===== config.mk =====
export PLATFORM = sky130hd
export DESIGN_NAME = cv32e40x_lsu_wr_scoreboard
export DESIGN_NICKNAME = d
export VERILOG_FILES = /design/src/rtl/cv32e40x_lsu_wr_scoreboard.sv
export SDC_FILE = /design/constraint.sdc
export NUM_CORES = 1
export LEC_CHECK = 0
export BUFFER_PORTS_ARGS = -buffer_cell sky130_fd_sc_hd__clkbuf_2
export CAP_MARGIN = 40
export CORE_UTILIZATION = 50
export DETAILED_ROUTE_END_ITERATION = 7
export PLACE_DENSITY = 0.79
export SLEW_MARGIN = 10
export SYNTH_ARGS = -nofsm -noshare
export SYNTH_HDL_FRONTEND = slang
export SYNTH_SLANG_ARGS = --single-unit

===== constraint.sdc =====
create_clock -name clk -period 2.29 [get_ports clk]
set_input_delay 0.229 -clock clk [delete_from_list [all_inputs] [get_ports clk]]
set_output_delay 0.229 -clock clk [all_outputs]
set_load 0.02 [all_outputs]

===== src/rtl/cv32e40x_lsu_wr_scoreboard.sv =====
// In-order scoreboard of LSU register-file writes still in flight.
// ID allocates on load issue, WB retires the head; drives RAW/WAW/full stalls.
module cv32e40x_lsu_wr_scoreboard #(
    parameter int DEPTH  = 2,
    parameter int ADDR_W = 5
) (
    input  logic                      clk,
    input  logic                      rst,
    input  logic                      alloc_i,
    input  logic [ADDR_W-1:0]         alloc_waddr_i,
    output logic                      alloc_ready_o,
    input  logic                      retire_i,
    input  logic [ADDR_W-1:0]         retire_waddr_i,
    input  logic                      flush_i,
    input  logic [1:0]                rf_re_i,
    input  logic [2*ADDR_W-1:0]       rf_raddr_i,
    input  logic                      rf_we_i,
    input  logic [ADDR_W-1:0]         rf_waddr_i,
    output logic                      raw_hz_o,
    output logic                      waw_hz_o,
    output logic                      stall_o,
    output logic [$clog2(DEPTH):0]    count_o,
    output logic                      empty_o,
    output logic                      retire_err_o
);

    localparam int PTR_W = $clog2(DEPTH);
    localparam int CNT_W = PTR_W + 1;
    localparam logic [CNT_W-1:0] DEPTH_C = CNT_W'(DEPTH);
    localparam logic [CNT_W-1:0] CNT_ONE = CNT_W'(1);
    localparam logic [PTR_W-1:0] PTR_ONE = PTR_W'(1);

    logic [DEPTH-1:0]  r_valid;
    logic [ADDR_W-1:0] r_waddr [DEPTH];
    logic [PTR_W-1:0]  r_wr_ptr;
    logic [PTR_W-1:0]  r_rd_ptr;
    logic [CNT_W-1:0]  r_count;
    logic              r_retire_err;

    logic w_can_retire;
    logic w_ready;
    logic w_do_alloc;
    logic w_raw;
    logic w_waw;

    assign w_can_retire = retire_i & (r_count != '0);
    // A retiring head frees a slot in the same cycle, so a full buffer can still accept.
    assign w_ready      = (r_count < DEPTH_C) | w_can_retire;
    assign w_do_alloc   = alloc_i & w_ready;

    always_comb begin
        w_raw = 1'b0;
        w_waw = 1'b0;
        for (int unsigned i = 0; i < DEPTH; i++) begin
            if (r_valid[i] && (r_waddr[i] != '0)) begin
                for (int unsigned p = 0; p < 2; p++) begin
                    if (rf_re_i[p] && (rf_raddr_i[p*ADDR_W +: ADDR_W] == r_waddr[i]))
                        w_raw = 1'b1;
                end
                if (rf_we_i && (rf_waddr_i == r_waddr[i]))
                    w_waw = 1'b1;
            end
        end
    end

    always_ff @(posedge clk or posedge rst) begin
        if (rst) begin
            r_valid      <= '0;
            r_wr_ptr     <= '0;
            r_rd_ptr     <= '0;
            r_count      <= '0;
            r_retire_err <= 1'b0;
            for (int unsigned i = 0; i < DEPTH; i++)
                r_waddr[i] <= '0;
        end else if (flush_i) begin
            r_valid  <= '0;
            r_wr_ptr <= '0;
            r_rd_ptr <= '0;
            r_count  <= '0;
        end else begin
            if (retire_i && (r_count == '0))
                r_retire_err <= 1'b1;
            if (w_can_retire) begin
                if (retire_waddr_i != r_waddr[r_rd_ptr])
                    r_retire_err <= 1'b1;
                r_valid[r_rd_ptr] <= 1'b0;
                r_rd_ptr          <= r_rd_ptr + PTR_ONE;
            end
            // Placed after the retire clear so slot reuse when full keeps the new entry valid.
            if (w_do_alloc) begin
                r_valid[r_wr_ptr] <= 1'b1;
                r_waddr[r_wr_ptr] <= alloc_waddr_i;
                r_wr_ptr          <= r_wr_ptr + PTR_ONE;
            end
            if (w_do_alloc && !w_can_retire)
                r_count <= r_count + CNT_ONE;
            else if (w_can_retire && !w_do_alloc)
                r_count <= r_count - CNT_ONE;
        end
    end

    assign alloc_ready_o = w_ready;
    assign raw_hz_o      = w_raw;
    assign waw_hz_o      = w_waw;
    assign stall_o       = w_raw | w_waw | (alloc_i & ~w_ready);
    assign count_o       = r_count;
    assign empty_o       = (r_count == '0);
    assign retire_err_o  = r_retire_err;

endmodule


==> key figures, run 1 <==
Outcome
  • Status: finished, violations left
  • Violated checks: negative hold slack, negative setup slack

Logic synthesis
  • Ys Warns: 0
  • Leading area contributor after synthesis: dfrtp_1
  • Cell Area, Synth: 1270 um2
  • Yosys reg bits: 17
  • Main area contributors after synthesis: dfrtp_1 34%, xnor2_1 16%, xor2_1 9.7%, mux2_2 8.9%, mux2i_1 4.0%
  • Avg Cell Area, Syn: 9.52 um2
  • Post-synth top flop: dfrtp_1
  • Sequential area share after synthesis: 0.336
  • Synth unique cells: 28
  • Most frequent cell after synthesis: xnor2_1
  • Commonest cells post-synth: 23 x xnor2_1, 17 x dfrtp_1, 14 x xor2_1, 10 x mux2_2, 9 x clkbuf_1
  • Syn nets: 166
  • Post-synth EDFFs: 0
  • Synth top area share: 0.336
  • Cell count after synthesis: 133
  • Async SR Flop Fraction: 1.00

Timing
  • RSZ-0062 raised after global routing: yes
  • Final setup viols: 1
  • Final hold vios: 17
  • Slew Viols, Final: 0
  • Fmax: 0.430 GHz
  • Clock Skews: 0.000826 ns
  • Hold Slack: -0.0173 ns
  • Relative max-transition margin: 0.587
  • Total negative slack: -0.0341 ns
  • Worst setup margin: -0.0341 ns
  • Period utilization: 1.01
  • Slew @ Worst Pin: 0.619 ns
  • Final Critical Period: 2.32 ns

Setup path
  • WS Path Type: flop to output pin
  • Worst Setup SP: r_waddr[2]
  • Launch point of the worst reg-to-reg path: r_rd_ptr
  • CP endpoint kind: output pin
  • Crit-path max FO: 2
  • Req. time, crit path: 2.06 ns
  • Worst Setup Start Kind: flop
  • Worst EP arrival: 2.10 ns

CTS
  • Worst skew pair latency: 0.28 ns
  • Max Root-Sink Buffers: 2
  • CTS buffer count: 3
  • TritonCTS clock tree: yes
  • Num Clock Sinks: 17
  • H-Tree Depth: 1
  • Clock-pin slew on the worst setup and hold paths: 0.10 ns
  • Hold buffers post-CTS: 0
  • Root buf cell: clkbuf_4

GRT
  • Antenna violations before repair: 0
  • Vias in the first global route: 1113
  • Largest net degree at the start of global routing: 18
  • GR Overflow Total: 0
  • GRT Util Overall: 0.245
  • Global-route wire length before repair: 4860 um

Final layout
  • Ratio of cells with drive above 1 in the final layout: 0.370
  • N_diodes: 0
  • Core Util, Final: 0.673
  • # nets final: 207
  • Non-filler instance count after layout: 201
  • Area Overhead vs Synth: 22.1%

Detailed routing
  • Post-DRT Antenna Nets: 0
  • Highest metal used: met4
  • Metal-1 WL: 1340 um
  • First drt pass iteration count: 4
  • Post-Route WL: 3000 um
  • Met3 WL: 114 um
  • Metal2 WL: 1540 um
  • DRT iter0 DRCs: 23
  • Avg Vias per Cell: 5.46
  • DR vias: 1098
  • DRC Markers: 0
  • Wirelength per Cell: 14.9 um

Die
  • Die height: 52.3 um
  • Site Rows: 17
  • I/O pin count: 41
  • Die ar.: 2740 um2
  • Core footprint: 2300 um2
  • Starting Density: 0.551
  • Die X: 52.3 um

Power and ir drop
  • Pwr/cell area: 702 nW/um2
  • Total power: 1.09 mW
  • Worst VDD drop: 0.000543 V
  • P_leak: 0.704 nW

Placement
  • Placed Cells incl. Taps: 195
  • Hpwl dp: 2410 um
  • Port-buffer cells: 40
  • GP Congestion: 0.841

Hold path
  • Hold WC Path Type: input port to async pin

Flow run
  • Max cap viols: 0
[per-stage QoR]
stage                     instance area (um2)  setup slack [ns]
after global placement                   1490             0.293
after CTS                                1540           -0.0650
final                                    1550           -0.0341
after detailed placement                 1490             0.243
after floorplan                          1270             0.181
after global routing                     1550            -0.102
[worst max-delay path, stage by stage (launching register included)]
cell      delay [ns]
dfrtp_1         0.39
or4_1           0.52
o21a_1          0.21
a22o_1          0.24
a311o_1         0.29
clkbuf_8        0.16
[timing repair]
item	CTS	global route
setup endpoints to repair	1	1
resized for setup	2	1
pin swaps	3	2
buffers inserted	1	1
[flip-flops by register name, summed over array words and instances, names as in the netlist]
| register | count |
|---|---|
| r_valid | 2 |
| r_wr_ptr | 1 |
| retire_err_o | 1 |
| r_waddr | 10 |
| r_rd_ptr | 1 |
| count_o | 2 |
[path summary, 6_finish.rpt]
path                           endpoint  slack, ns  cells after the start
max reg2reg                retire_err_o       0.71                      5
min in group clk             r_waddr[5]       0.19                      2
max in group asynchronous    r_waddr[8]       1.87                      2
min reg2reg                retire_err_o       0.50                      2
min                          r_waddr[0]      -0.02                      2
max                             stall_o      -0.03                      5
[cell usage in the layout (no fill, tap or decap), types with 2 or more instances in the layout]
cell type	count
a21oi_1	2
buf_4	9
clkbuf_2	39
clkbuf_4	3
dfrtp_1	16
inv_1	4
mux2_2	10
mux2i_1	5
nand2_1	8
nand2b_1	4
nand4_1	7
nor2_1	4
nor3_1	2
nor4_1	2
o211ai_1	3
o21a_1	2
o21ai_0	2
o22ai_1	2
or4_1	2
xnor2_1	23
xor2_1	14
[where the power goes]
part / total [mW] / switching (mW) / leakage, nW / internal, mW
Clock: 0.156 / 0.0916 / 0.0177 / 0.0649
Sequential: 0.433 / 0.0749 / 0.206 / 0.358
Combinational: 0.496 / 0.225 / 0.480 / 0.270
[area by class of cell]
class                           count  area [um2]
Clock buffer                        3        22.5
Clock inverter                      1        5.00
Fill cell                         203         751
Inverter                            4        15.0
Multi-Input combinational cell     99         766
Sequential cell                    17         427
Tap cell                           28        35.0
Timing Repair Buffer               49         277
[routing by layer]
layer,global-route usage,vias to the layer above
li1,-,534
met1,0.286,531
met2,0.449,31
met3,0.0319,2
met4,0.0921,0
met5,0,-
[kinds of logic after synthesis]
kind of cell,synth area share
flip-flops,0.336
buffers and inverters,0.0593
XOR/XNOR,0.256
multiplexers,0.128
AO/OA/AOI/OAI,0.0899
AND/OR/NAND/NOR,0.130
Power figures use the tool's default switching activity.
==> run 2: changes to the inputs <==
- HOLD_SLACK_MARGIN: default -> 0.15
==> run 2 against run 1 <==
  * The run ends with negative setup slack left
  * Setup slack is the same
  * Routed wire length is essentially flat
  * Utilization up 0.44 points
  * Register-to-register slack hardly changed
  * Sequential share of layout area down 0.18 points
  * Total power up 0.12%
  * Via count grew 0.18%
  * Die area stayed put
  * Critical path type unchanged
  * Largest cell class unchanged
  * Highest routed layer unchanged
==> key figures, run 2 (synthesis gave the netlist of run 1 again) <==
Setup path
  • Cell family with most CP delay: compound AO/OA/AOI/OAI gates
  • Worst EP arrival: 2.10 ns
  • Crit-path max FO: 2
  • Reg2reg setup slack: 0.71 ns
  • Worst Setup Start Kind: flop
  • Slowest cell on crit path: or4_1
  • Cell-by-cell trace of the critical path: or4_1, o21a_1, a22o_1, a311o_1, clkbuf_8
  • Req. time, crit path: 2.06 ns
  • Buf+Inv Stages, Crit Path: 1
  • CP endpoint kind: output pin
  • Crit path largest cell delay: 0.52 ns
  • WS Path Type: flop to output pin

GRT
  • Met1 Use GR: 0.286
  • Layer with the highest usage: met2
  • Antenna violations before repair: 0
  • Largest net degree at the start of global routing: 18
  • Met2 GRT Util: 0.449
  • GRT Util Overall: 0.245
  • GR Overflow Total: 0
  • Global-route wire length before repair: 4860 um
  • Vias in the first global route: 1114
  • M3 GR Usage: 0.0319

Timing
  • Total negative slack: -0.0341 ns
  • Clock Skews: 0.000826 ns
  • RSZ-0062 raised after global routing: yes
  • Slew Viols, Final: 0
  • Final setup viols: 1
  • Final Critical Period: 2.32 ns
  • Relative max-transition margin: 0.587
  • Period utilization: 1.01
  • Final hold vios: 0
  • Hold Slack: 0.189 ns
  • Fmax: 0.430 GHz
  • Slew @ Worst Pin: 0.619 ns
  • Worst setup margin: -0.0341 ns

Power and ir drop
  • Worst VDD drop: 0.000543 V
  • Total power: 1.09 mW
  • P_leak: 0.708 nW
  • Pwr/cell area: 698 nW/um2

Flow run
  • Max cap viols: 0

CTS
  • H-Tree Depth: 1
  • Num Clock Sinks: 17
  • Root buf cell: clkbuf_4
  • CTS buffer count: 3
  • Worst skew pair latency: 0.28 ns
  • TritonCTS clock tree: yes
  • Max Root-Sink Buffers: 2
  • Clock-pin slew on the worst setup and hold paths: 0.10 ns

Final layout
  • Commonest non-fill, non-tap cells in the layout: 39 x clkbuf_2, 23 x xnor2_1, 16 x dfrtp_1, 14 x xor2_1, 10 x mux2_2
  • Ratio of cells with drive above 1 in the final layout: 0.368
  • Area Overhead vs Synth: 22.9%
  • Non-filler instance count after layout: 202
  • # fillers: 203
  • Fin area: 1560 um2
  • Most common cell after layout, fill and taps aside: clkbuf_2
  • N_diodes: 0
  • # nets final: 208
  • Max reg flops: 10
  • Biggest register: r_waddr

Hold path
  • Hold WC Path Type: input port to flop

Die
  • Core footprint: 2300 um2
  • I/O pin count: 41
  • Die X: 52.3 um
  • Site Rows: 17
  • Starting Density: 0.551
  • Die height: 52.3 um
  • Die ar.: 2740 um2

Detailed routing
  • Wirelength per Cell: 14.9 um
  • DRC Markers: 0
  • Post-Route WL: 3010 um
  • DR vias: 1100
  • DRT iter0 DRCs: 23
  • Avg Vias per Cell: 5.45
  • Post-DRT Antenna Nets: 0
  • First drt pass iteration count: 4

Placement
  • Placed Area: 1490 um2
  • Port-buffer cells: 40
  • Hpwl dp: 2410 um
  • Placed Cells incl. Taps: 195
  • GP Congestion: 0.841

Outcome
  • Violated checks: negative setup slack
  • Status: finished, violations left
-- run 2: changes by cell type in the layout (fill, tap and decap cells not counted), sizes merged --
cell / previous run / this run
dlygate4sd3: 0 / 1
-- run 2: final timing paths --
check,from,end,cells past startpoint
worst min register to register,retire_err_o,retire_err_o,2
worst min-delay path,alloc_waddr_i[0],r_waddr[5],2
worst max register to register,r_rd_ptr,retire_err_o,5
worst max-delay path,r_waddr[2],stall_o,5
min in group asynchronous,rst,r_waddr[0],3
max in group asynchronous,rst,r_waddr[8],3
-- run 2: per-stage QoR --
stage,setup slack (ns),util
final,-0.0341,0.678
after global routing,-0.102,0.678
after CTS,-0.0650,0.674
after detailed placement,0.243,0.650
after global placement,0.293,0.650
after floorplan,0.181,-
-- run 2: cell type report --
class                      instances  area (um2)  area share
tap                               28        35.0      0.0225
inverter                           4        15.0     0.00965
timing repair buffer              50         287       0.184
clock inverter                     1        5.00     0.00322
sequential                        17         427       0.274
multi-input combinational         99         766       0.492
clock buffer                       3        22.5      0.0145
-- run 2: repair_timing --
item | CTS | global route
pin swaps | 3 | 2
endpoints found under the hold margin | 17 | 0
setup endpoints to repair | 1 | 1
buffers inserted | 1 | 1
gates resized for setup | 2 | 1
hold buffers | 1 | 0
-- run 2: power breakdown --
group          total (mW)  internal [mW]  switching [mW]
clock network       0.156         0.0649          0.0916
registers           0.433          0.358          0.0749
logic               0.497          0.271           0.226
total                1.09          0.695           0.392
-- run 2: layer usage --
| metal | vias up | routed length [um] |
|---|---|---|
| met5 | - | 0 |
| met4 | 0 | 15 |
| met3 | 2 | 114 |
| met2 | 31 | 1540 |
| met1 | 531 | 1340 |
| li1 | 536 | - |
-- run 2: worst reg2reg max path, cell delays in order (launching register included) --
cell and delay, ns:
dfrtp_1 0.62, mux2i_1 0.30, xor2_1 0.17, nand4_1 0.12
nor3_1 0.20, o31ai_1 0.08
==> run 3: changes to the inputs <==
- PLACE_DENSITY: 0.79 -> 0.88
==> run 3 against run 2 <==
  * The run still ends with negative setup slack left
  * First-iteration DRC count shrank 17%
  * Global-route usage grew 2.8 points
  * Final area grew 0.48%
  * Sequential power grew 3%
  * Hold slack gained 0.0035 ns
  * Routed wire length grew 11%
  * Critical path depth grew 1
  * Largest cell class unchanged
==> key figures, run 3 (synthesis gave the netlist of run 1 again) <==
Outcome
  • Status: finished, violations left
  • Violated checks: negative setup slack

Placement
  • GP Congestion: 0.852
  • Port-buffer cells: 40
  • Hpwl dp: 2530 um
  • Placed Area: 1460 um2

GRT
  • Vias in the first global route: 1208
  • Largest net degree at the start of global routing: 18
  • Global-route wire length before repair: 5420 um
  • GRT Util Overall: 0.273
  • GR Overflow Total: 0
  • Antenna violations before repair: 0

Timing
  • Slew Viols, Final: 0
  • Slew @ Worst Pin: 0.653 ns
  • Relative max-transition margin: 0.564
  • Final hold vios: 0
  • RSZ-0062 raised after global routing: yes
  • Fmax: 0.425 GHz
  • Period utilization: 1.03
  • Worst setup margin: -0.0604 ns
  • Final Critical Period: 2.35 ns
  • Final setup viols: 1
  • Clock Skews: 0.00635 ns
  • Hold Slack: 0.192 ns

Setup path
  • Worst Setup SP: r_waddr[7]
  • Crit-path max FO: 2
  • Cell family with most CP delay: simple AND/OR/NAND/NOR gates
  • Reg-to-reg endpoint: retire_err_o
  • Crit path capture: stall_o
  • Buf+Inv Stages, Crit Path: 1
  • Worst Setup Start Kind: flop
  • Crit path largest cell delay: 0.52 ns
  • Cell-by-cell trace of the critical path: or4_4, o21a_1, nand4_1, nand2_1, a311o_1, clkbuf_8
  • Reg2Reg Depth: 5
  • CP Depth: 6
  • Reg2reg setup slack: 0.64 ns
  • Req. time, crit path: 2.06 ns
  • Slowest cell on crit path: or4_4
  • CP endpoint kind: output pin
  • Worst EP arrival: 2.12 ns
  • Launch point of the worst reg-to-reg path: r_rd_ptr
  • WS Path Type: flop to output pin

CTS
  • CTS buffer count: 3
  • H-Tree Depth: 1
  • TritonCTS clock tree: yes
  • Worst skew pair latency: 0.28 ns
  • Clock-pin slew on the worst setup and hold paths: 0.10 ns
  • Num Clock Sinks: 17
  • Root buf cell: clkbuf_4
  • Max Root-Sink Buffers: 2

Final layout
  • Biggest register: r_waddr
  • Most common cell after layout, fill and taps aside: clkbuf_2
  • N_diodes: 0
  • # nets final: 208
  • Max reg flops: 10
  • Ratio of cells with drive above 1 in the final layout: 0.391
  • Area Overhead vs Synth: 23.5%
  • # fillers: 163
  • Commonest non-fill, non-tap cells in the layout: 39 x clkbuf_2, 23 x xnor2_1, 14 x xor2_1, 12 x dfrtp_1, 10 x mux2_2
  • Area of the multi-input gates: 769 um2
  • Fin area: 1560 um2
  • FF+latch area: 432 um2

Detailed routing
  • Post-DRT Antenna Nets: 0
  • DRC Markers: 0
  • Avg Vias per Cell: 5.53
  • DRT iter0 DRCs: 19
  • Post-Route WL: 3350 um
  • Wirelength per Cell: 16.6 um
  • First drt pass iteration count: 4
  • DR vias: 1118

Die
  • Die height: 52.3 um
  • Die ar.: 2740 um2
  • Site Rows: 17
  • I/O pin count: 41
  • Core footprint: 2300 um2
  • Die X: 52.3 um
  • Starting Density: 0.551

Flow run
  • Max cap viols: 0

Power and ir drop
  • Worst VDD drop: 0.000355 V
  • P_leak: 0.703 nW
  • Pwr/cell area: 704 nW/um2

Hold path
  • Start point of the worst min-delay path: alloc_waddr_i[3]
  • Hold WC Path Type: input port to flop
run 3: cell types whose count changed in the layout (fill, tap and decap cells not counted):
| cell | before | now |
|---|---|---|
| or4_4 | 0 | 1 |
| clkinv_2 | 1 | 0 |
| or4_1 | 2 | 1 |
| clkbuf_1 | 0 | 1 |
| dfrtp_1 | 16 | 12 |
| dfrtp_2 | 1 | 5 |
run 3: timing repair:
action	CTS	global route
setup buffers	6	0
resized for setup	8	0
hold endpoints to repair	17	0
endpoints found under the setup margin	1	1
hold buffers	1	0
pin swaps	2	0
run 3: worst min-delay path by stage:
stage               depth (start not counted)    endpoint
detailed placement                          2  count_o[1]
CTS                                         2  r_waddr[8]
finish                                      2  r_waddr[8]
floorplan                                   1  count_o[0]
global placement                            2  count_o[0]
global route                                2  r_waddr[0]
run 3: layer usage:
layer,part of all wire,track usage,vias up
met1,0.42,0.316,541
li1,-,-,534
met3,0.027,0.0232,8
met4,0.021,0.114,0
met2,0.53,0.506,35
met5,0,0,-
run 3: through the flow:
stage          utilization  power, mW  TNS (ns)  worst slack, ns  std cells
2_1_floorplan            -      0.777         0            0.181        133
6_report             0.681       1.10   -0.0604          -0.0604        202
3_3_place_gp         0.637      0.860         0            0.217        191
5_1_grt              0.681       1.16    -0.118           -0.118        202
3_5_place_dp         0.637      0.883         0            0.177        191
4_1_cts              0.681       1.09   -0.0201          -0.0201        202
run 3: area by class of cell:
cell class	count	area share
multi-input combinational	99	0.492
sequential	17	0.276
timing repair buffer	50	0.183
tap	28	0.0224
clock buffer	4	0.0168
inverter	4	0.00960
run 3: where the power goes:
part	internal, mW	switching [mW]	leakage [nW]
combinational	0.265	0.229	0.487
sequential	0.362	0.0860	0.202
clock	0.0676	0.0902	0.0150
